[config.mk]
export PLATFORM = sky130hd
export DESIGN_NAME = flag_unit
export DESIGN_NICKNAME = d
export VERILOG_FILES = /design/src/rtl/flag_unit.sv
export SDC_FILE = /design/constraint.sdc
export NUM_CORES = 1
export LEC_CHECK = 0
export ABC_AREA = 1
export BUFFER_PORTS_ARGS = -buffer_cell sky130_fd_sc_hd__buf_2
export CAP_MARGIN = 5
export CELL_PAD_IN_SITES_DETAIL_PLACEMENT = 1
export CELL_PAD_IN_SITES_GLOBAL_PLACEMENT = 2
export CORE_UTILIZATION = 15
export CTS_CLUSTER_SIZE = 8
export DETAILED_ROUTE_END_ITERATION = 6
export GPL_TIMING_DRIVEN = 0
export PLACE_DENSITY_LB_ADDON = 0.1
export SLEW_MARGIN = 5
export SYNTH_ARGS = -nofsm -noshare
export SYNTH_HDL_FRONTEND = slang
export SYNTH_SLANG_ARGS = --single-unit
[constraint.sdc]
create_clock -name clk -period 1.7 [get_ports clk]
set_clock_uncertainty 0.1 [all_clocks]
set_input_delay 0.51 -clock clk [delete_from_list [all_inputs] [get_ports clk]]
set_output_delay 0.51 -clock clk [all_outputs]
set_load 0.02 [all_outputs]
[src/rtl/flag_unit.sv]
// Condition-flag unit: computes {Z,V,N} from the EX-stage ALU result, commits them
// to the architected flag register and bypasses them combinationally to the branch logic.
module flag_unit (
  input  logic        clk,
  input  logic        rst_n,
  input  logic        ex_valid,
  input  logic [3:0]  ex_opcode,
  input  logic [15:0] alu_result,
  input  logic        alu_ovfl,
  input  logic        stall,
  input  logic        flush,
  output logic [2:0]  F,
  output logic [2:0]  F_reg,
  output logic [2:0]  flag_wr
);

  // Per-opcode update mask in {Z,V,N} order.
  function automatic logic [2:0] flag_mask(input logic [3:0] op);
    logic [2:0] m;
    case (op)
      4'h0, 4'h1:               m = 3'b111;
      4'h2, 4'h4, 4'h5, 4'h6:   m = 3'b100;
      default:                  m = 3'b000;
    endcase
    return m;
  endfunction

  // Merge new flag values into old ones under a bit mask.
  function automatic logic [2:0] flag_merge(input logic [2:0] old_v,
                                            input logic [2:0] new_v,
                                            input logic [2:0] m);
    return (old_v & ~m) | (new_v & m);
  endfunction

  logic [2:0] mask_s;
  logic [2:0] flags_s;
  logic [2:0] byp_mask_s;
  logic       commit_s;
  logic [2:0] f_reg_r;
  logic [2:0] flag_wr_r;

  // Decode, flag computation and commit/bypass qualification.
  always_comb begin
    mask_s     = flag_mask(ex_opcode);
    flags_s    = {(alu_result == 16'h0000), alu_ovfl, alu_result[15]};
    commit_s   = ex_valid & ~stall & ~flush;
    // stall deliberately does not gate the bypass; flush does
    byp_mask_s = mask_s & {3{ex_valid & ~flush}};
  end

  // Bypassed flags seen by the branch logic in ID.
  always_comb begin
    F = flag_merge(f_reg_r, flags_s, byp_mask_s);
  end

  // Architected flag register and one-cycle write strobe.
  always_ff @(posedge clk or negedge rst_n) begin
    if (!rst_n) begin
      f_reg_r   <= 3'b000;
      flag_wr_r <= 3'b000;
    end else begin
      if (commit_s) begin
        f_reg_r <= flag_merge(f_reg_r, flags_s, mask_s);
      end else begin
        f_reg_r <= f_reg_r;
      end
      flag_wr_r <= mask_s & {3{commit_s}};
    end
  end

  assign F_reg   = f_reg_r;
  assign flag_wr = flag_wr_r;

endmodule

==> impl_metrics.yaml, run 1 <==
clocking:
  cts_root_buffer: "clkbuf_4"
  clk_pin_slew_ns: 0.04
  numCtsBuffers: 3
  htreeDepth: 1
  cts.sinks: 5
  cts_tree: "built"
  clock_path_buffers: 2
  insertion_delay_ns: 0.24
placed_design:
  place_hpwl_um: 865
  port_buffers: 34
  placed_area_um2: 543
  place.gp.congestion: 0.655
  place_inst: 113
critical_path:
  rrSetupSlack_ns: 0.95
  critPathArrivalTime_ns: 1.23
  endpoint_kind: "primary output"
  critical_path_class: "in2out"
  crit_fanout: 3
  crit_required_ns: 1.09
  startpoint_type: "primary input"
  r2r_cells: 2
routing:
  totalWireLength_um: 1170
  drc: 0
  routed_via_density: 3.88
  drtAntennaViolNets: 0
  wl_per_cell_um: 9.09
  dr_total_vias: 500
  drtPass1Iterations: 2
  drt-initial-drc-count: 1
final_layout:
  drive_gt1_frac: 0.637
  area_delta_synth_final_pct: 131
  antenna_cells: 0
  final_cells: 129
  nNetsFinal: 129
  num-fill-cells: 282
  design_area_um2: 782
timing:
  worst_pin_slew_ns: 0.173
  finalSetupViolCount: 3
  holdWs_ns: 0.392
  finalHoldViolCount: 0
  slew_viol_final: 0
  fin_crit_ns: 1.84
  setup-tns-final_ns: -0.327
  slew_headroom: 0.884
  rsz0062_at_grt: "true"
  fmax_mhz: 544
  finalCritPeriodShare: 1.08
  worst_slack_ns: -0.138
grt:
  grt_use_total: 0.0997
  antenna_found_initial: 0
  grt_pass1_vias: 474
  grt_max_degree: 6
  grt_pass1_wl_um: 1770
  overflow: 0
floorplan:
  die_area_mm2: 0.00245
  core_area_mm2: 0.00204
  dieHeight_um: 49.5
  rows: 16
  ioPinCount: 35
  initial_utilization: 0.166
  fp.dieW_um: 49.5
logic_synthesis:
  synthFlopType: "dfrtp_1"
  seq_area_frac_synth: 0.369
  yosysMostFrequentCell: "nand2_1"
  synth_edf_count: 0
  avgSynthCellArea_um2: 6.52
  synthTopCellsByCount: "nand2_1 (19), nor2_1 (12), dfrtp_1 (5)"
  synthDistinctLibCells: 12
  yosys_warnings: 0
  synth_fp_nets: 78
  synth-seq-cells: 5
  synthArstFlopShare: 1.00
  synth_top_area_share: 0.369
  synth_largest_area_cell: "dfrtp_1"
  synth_area_um2: 339
  synth_area_leaders: "dfrtp_1 (37%), nand2_1 (21%), nor2_1 (13%), nor3_4 (4.8%), nand3_1 (4.4%)"
  syn_inst: 52
min_path:
  whs_path_depth: 3
  hold_path.startpoint: "alu_ovfl"
  hp-class: "in2reg"
pwr:
  powerDensity_mw_per_mm2: 555
  power_w: 0.000434
  vdd_drop_max_mv: 0.179
  power.static_leakage_nw: 0.441
outcome:
  violations: "negative setup slack"
  status: "complete, but fails checks"
run:
  cap_violations: 0
-- routing by layer --
metal,global-route usage,wire length (µm),up-vias
met4,0.0857,26,0
met5,0,0,-
met3,0.0185,69,4
li1,-,-,260
met2,0.171,649,21
met1,0.103,427,215
-- placed cells by master, fill, tap and decap left out, types with 2 or more instances in the layout --
cell type and count:
buf_2 21, nand2_1 17, buf_4 12, buf_6 12
nor2_2 8, dfrtp_1 5, nand3_1 3, inv_1 3
nand2_2 3, nor2_1 3, clkbuf_4 3, nand4_1 2
-- cell type report --
type	count	area, µm²	share of cell area
flip-flops and latches	5	125	0.160
inverters	5	22.5	0.0288
repair buffers	46	348	0.445
clock buffers	4	26.3	0.0336
well taps	27	33.8	0.0432
plain buffers	1	7.51	0.00960
multi-input cells	41	219	0.280
-- worst max path at each step --
stage,startpoint,to,slack (ns)
after floorplan,ex_opcode[1],F[0],0.06
after global placement,ex_opcode[1],F[0],-0.21
after detailed placement,ex_opcode[1],F[1],-0.20
after CTS,ex_opcode[2],F[1],-0.14
after global routing,ex_opcode[3],F[1],-0.23
final,ex_opcode[3],F[0],-0.14
-- report_power, final --
part | internal (W) | switching [W] | total, W
clock network | 0.0000887 | 0.0000489 | 0.000138
registers | 0.000129 | 0.00000699 | 0.000136
logic | 0.0000845 | 0.0000755 | 0.000160
total | 0.000302 | 0.000131 | 0.000434
-- metrics by stage --
stage,utilization,setup WS [ns]
2_1_floorplan,-,0.0624
3_3_place_gp,0.266,-0.207
3_5_place_dp,0.266,-0.198
4_1_cts,0.344,-0.135
5_1_grt,0.383,-0.225
6_report,0.383,-0.138
-- worst max-delay path: stages --
cell,delay [ns]
buf_6,0.10
nor3_4,0.20
buf_4,0.15
nand4_1,0.07
nand2_1,0.09
buf_6,0.12
-- cell families after synthesis --
kind of cell	share of synthesized area
AO/OA/AOI/OAI	0.0295
buffers and inverters	0.0812
flip-flops	0.369
AND/OR/NAND/NOR	0.520
-- what timing repair did --
item | CTS | global route
gates resized for setup | 22 | 11
setup endpoints to repair | 3 | 3
hold endpoints to repair | 5 | 0
setup buffers | 6 | 5
pin swaps | 20 | 11
hold buffers | 1 | 0
(Power assumes the default switching activity.)
==> inputs of run 2 (changes only) <==
--- a/config.mk
+++ b/config.mk
@@ -13,7 +13,7 @@
 export CORE_UTILIZATION = 15
 export CTS_CLUSTER_SIZE = 8
 export DETAILED_ROUTE_END_ITERATION = 6
-export GPL_TIMING_DRIVEN = 0
+export HOLD_SLACK_MARGIN = 0.1
 export PLACE_DENSITY_LB_ADDON = 0.1
 export SLEW_MARGIN = 5
 export SYNTH_ARGS = -nofsm -noshare
==> constraint.sdc (replaced) <==
create_clock -name clk -period 1.7 [get_ports clk]
set_clock_uncertainty 0.1 [all_clocks]
set_input_delay 0.51 -clock clk [delete_from_list [all_inputs] [get_ports clk]]
set_output_delay 0.51 -clock clk [all_outputs]
set_load 0.01 [all_outputs]
==> impl_metrics.yaml, run 2 (same netlist as run 1, synthesis figures left out) <==
floorplan:
  core_area_mm2: 0.00204
  initial_utilization: 0.166
  ioPinCount: 35
  fp.dieW_um: 49.5
  rows: 16
  dieHeight_um: 49.5
  die_area_mm2: 0.00245
grt:
  grtUsageMet3: 0.0216
  grt_max_degree: 6
  antenna_found_initial: 0
  grt_use_total: 0.102
  grt_pass1_wl_um: 1910
  overflow: 0
  busiest_layer: "met2"
  grt_pass1_vias: 519
  grtUsageMet1: 0.114
  met2_usage: 0.171
outcome:
  status: "complete, but fails checks"
  violations: "negative setup slack"
timing:
  slew_headroom: 0.855
  rsz0062_at_grt: "true"
  worst_pin_slew_ns: 0.217
  setup-tns-final_ns: -0.231
  fin_crit_ns: 1.80
  fmax_mhz: 556
  finalCritPeriodShare: 1.06
  finalHoldViolCount: 0
  worst_slack_ns: -0.0979
  finalSetupViolCount: 3
  slew_viol_final: 0
routing:
  drtAntennaViolNets: 0
  totalWireLength_um: 1070
  drtPass1Iterations: 4
  drt-initial-drc-count: 3
  routed_via_density: 3.97
  wl_per_cell_um: 8.20
  dr_total_vias: 520
  drc: 0
final_layout:
  nNetsFinal: 131
  final_common_cell: "buf_2"
  antenna_cells: 0
  num-fill-cells: 273
  drive_gt1_frac: 0.692
  final_cell_mix: "buf_2 (23), nand2_1 (15), buf_4 (14), buf_6 (10), nor2_2 (8)"
  area_delta_synth_final_pct: 137
clocking:
  clk_pin_slew_ns: 0.04
  cts_root_buffer: "clkbuf_4"
  cts_tree: "built"
  numCtsBuffers: 3
  cts.sinks: 5
  htreeDepth: 1
  clock_path_buffers: 2
  insertion_delay_ns: 0.24
min_path:
  hp-class: "in2reg"
placed_design:
  place.gp.congestion: 0.693
  port_buffers: 34
  place_hpwl_um: 906
critical_path:
  crit_required_ns: 1.09
  crit_fanout: 4
  critPathArrivalTime_ns: 1.19
  critical_path_class: "in2out"
  startpoint_type: "primary input"
  endpoint_kind: "primary output"
pwr:
  vdd_drop_max_mv: 0.148
  power.static_leakage_nw: 0.452
  powerDensity_mw_per_mm2: 505
  power_w: 0.000407
run:
  cap_violations: 0
[run 2: power breakdown]
part | switching [W] | leakage [nW] | internal, W
clock network | 0.0000448 | 0.0150 | 0.0000885
logic | 0.0000590 | 0.369 | 0.0000776
registers | 0.00000744 | 0.0676 | 0.000129
[run 2: per-stage QoR]
stage | area [µm²] | util | worst slack, ns | hold slack, ns | std cells
after floorplan | 339 | - | 0.115 | 0.114 | 52
after global placement | 588 | 0.288 | -0.180 | 0.225 | 119
after detailed placement | 588 | 0.288 | -0.156 | 0.228 | 119
after CTS | 712 | 0.349 | -0.104 | 0.382 | 129
after global routing | 805 | 0.394 | -0.218 | 0.389 | 131
final | 805 | 0.394 | -0.0979 | 0.388 | 131
[run 2: what timing repair did]
action | in CTS | in global routing
hold endpoints to repair | 5 | 0
endpoints found under the setup margin | 3 | 3
hold buffers | 1 | 0
pin swaps | 11 | 11
resized for setup | 12 | 20
setup buffers | 5 | 2
gates cloned | 0 | 0
[run 2: worst max-delay path, cell delays in order]
cell     delay (ns)
buf_8          0.10
nor3_4         0.24
nand3_2        0.11
nand2_1        0.06
nand2_1        0.04
buf_2          0.13
[run 2: per-layer routing]
| layer | wire, µm | part of all wire |
|---|---|---|
| met3 | 69 | 0.064 |
| met4 | 15 | 0.014 |
| met1 | 421 | 0.39 |
| met5 | 0 | 0 |
| met2 | 568 | 0.53 |
[run 2: final cells by class]
type / count / area, µm² / area share
Inverter: 5 / 20.0 / 0.0249
Multi-Input combinational cell: 41 / 241 / 0.300
Sequential cell: 5 / 125 / 0.156
Clock buffer: 4 / 26.3 / 0.0327
Tap cell: 27 / 33.8 / 0.0420
Timing Repair Buffer: 49 / 358 / 0.445
[run 2: final timing paths]
kind	from	end	slack (ns)	cells after the start
min	alu_ovfl	flip-flop	0.39	3
max	ex_opcode[3]	F[0]	-0.1	6
max reg2reg	flip-flop	flip-flop	0.93	2
max in group asynchronous	rst_n	asynchronous set/reset pin	0.86	2
min reg2reg	flip-flop	flip-flop	0.41	2
min in group asynchronous	rst_n	flag_wr[1]	0.51	2
==> inputs of run 3 (changes only) <==
--- a/config.mk
+++ b/config.mk
@@ -10,6 +10,7 @@
 export CAP_MARGIN = 5
 export CELL_PAD_IN_SITES_DETAIL_PLACEMENT = 1
 export CELL_PAD_IN_SITES_GLOBAL_PLACEMENT = 2
+export CORE_ASPECT_RATIO = 0.9
 export CORE_UTILIZATION = 15
 export CTS_CLUSTER_SIZE = 8
 export DETAILED_ROUTE_END_ITERATION = 6
==> impl_metrics.yaml, run 3 (same netlist as run 1, synthesis figures left out) <==
critical_path:
  crit_fanout: 4
  worst_path_largest_cell_delay_ns: 0.24
  path_depth: 5
  startpoint_type: "primary input"
  endpoint_kind: "primary output"
  critical_path_buf_inv_count: 2
  path_cells: "buf_8 -> nor3_4 -> nand4_1 -> nand2_1 -> buf_2"
  cp_slowest_cell: "nor3_4"
  crit_required_ns: 1.09
  r2r_cells: 2
  critPathArrivalTime_ns: 1.20
  crit_family: "simple AND/OR/NAND/NOR gates"
  critical_path_class: "in2out"
final_layout:
  final_common_cell: "buf_2"
  regArea_um2: 125
  final_cells: 126
  final_cell_mix: "buf_2 (22), nand2_1 (15), buf_6 (11), buf_4 (11), nor2_2 (6)"
  num-fill-cells: 274
  multiInputGateArea_um2: 254
  antenna_cells: 0
  area_delta_synth_final_pct: 135
  drive_gt1_frac: 0.683
  nNetsFinal: 128
run:
  cap_violations: 0
pwr:
  p_sw_frac: 0.276
  pwr-share-comb: 0.346
  vdd_drop_max_mv: 0.201
  internal_power_w: 0.000297
  power.static_leakage_nw: 0.440
  powerDensity_mw_per_mm2: 514
  switchingPower_w: 0.000113
  pwr-share-clk: 0.320
  seq_power_share: 0.334
grt:
  grt_pass1_wl_um: 1900
  grt_max_degree: 6
  antenna_found_initial: 0
  grt_use_total: 0.109
  grt_pass1_vias: 514
  overflow: 0
timing:
  slew_headroom: 0.851
  finalCritPeriodShare: 1.06
  rsz0062_at_grt: "true"
  setup-tns-final_ns: -0.248
  fmax_mhz: 553
  worst_slack_ns: -0.109
  finalSetupViolCount: 3
  fin_crit_ns: 1.81
  holdWs_ns: 0.406
  worst_pin_slew_ns: 0.222
  slew_viol_final: 0
  finalHoldViolCount: 0
min_path:
  hp-class: "in2reg"
  whs_path_depth: 3
routing:
  dr_total_vias: 507
  drt-initial-drc-count: 3
  wl_per_cell_um: 9.58
  drc: 0
  routed_via_density: 4.02
  totalWireLength_um: 1210
  drtAntennaViolNets: 0
  drtPass1Iterations: 2
clocking:
  clock_path_buffers: 2
  cts.sinks: 5
  insertion_delay_ns: 0.23
  clk_pin_slew_ns: 0.04
  numCtsBuffers: 3
  cts_root_buffer: "clkbuf_4"
  htreeDepth: 1
  cts_tree: "built"
floorplan:
  die_area_mm2: 0.00245
  dieHeight_um: 47.1
  ioPinCount: 35
  core_area_mm2: 0.00203
  rows: 15
  fp.dieW_um: 52.1
  initial_utilization: 0.167
placed_design:
  place_inst: 116
  place_hpwl_um: 963
  port_buffers: 34
  place.gp.congestion: 0.682
outcome:
  violations: "negative setup slack"
  status: "complete, but fails checks"
## run 3: changes by cell type in the layout (fill, tap and decap cells not counted), sizes merged
cell,previous run,this run
buf,48,45
## run 3: layer usage
metal | track usage | wire length, µm
met3 | 0.00971 | 53
met1 | 0.121 | 447
met4 | 0.0649 | 7
met2 | 0.205 | 698
met5 | 0 | 0
## run 3: final timing paths
path / from / end / slack [ns]
setup / recovery: ex_opcode[3] / F[1] / -0.11
hold / removal: alu_ovfl / flip-flop / 0.41
setup reg to reg: flip-flop / flip-flop / 0.95
hold reg to reg: flip-flop / flip-flop / 0.41
max in group asynchronous: rst_n / asynchronous set/reset pin / 0.85
min in group asynchronous: rst_n / asynchronous set/reset pin / 0.52
## run 3: stage by stage
| stage | instance area (µm²) | total power, W | utilization | setup WS, ns |
|---|---|---|---|---|
| floorplan | 339 | 0.000177 | - | 0.115 |
| global placement | 578 | 0.000244 | 0.285 | -0.113 |
| detailed placement | 578 | 0.000245 | 0.285 | -0.144 |
| CTS | 681 | 0.000394 | 0.336 | -0.0941 |
| global route | 798 | 0.000441 | 0.394 | -0.176 |
| finish | 798 | 0.000410 | 0.394 | -0.109 |
## run 3: power by group through the flow
| stage | Sequential [W] | Clock [W] | Combinational [W] |
|---|---|---|---|
| 2_1_floorplan | 0.000142 | 0 | 0.0000351 |
| 3_3_place_gp | 0.000140 | 0 | 0.000104 |
| 3_5_place_dp | 0.000140 | 0 | 0.000106 |
| 4_1_cts | 0.000138 | 0.000139 | 0.000117 |
| 5_1_grt | 0.000139 | 0.000142 | 0.000160 |
| 6_report | 0.000137 | 0.000131 | 0.000142 |
## run 3: layout make-up
cell class	count	area share
Clock buffer	4	0.0329
Inverter	5	0.0251
Multi-Input combinational cell	41	0.318
Sequential cell	5	0.157
Tap cell	25	0.0392
Timing Repair Buffer	46	0.428
## run 3: what timing repair did
item | CTS | global route
setup buffers | 3 | 2
endpoints found under the hold margin | 5 | 0
endpoints found under the setup margin | 3 | 3
hold buffers | 1 | 0
gates resized for setup | 11 | 25
pin swaps | 9 | 13
## run 3: tightest hold or removal path: stages
cell	delay, ns
buf_2	0.10
nand2_1	0.05
nand2_1	0.05
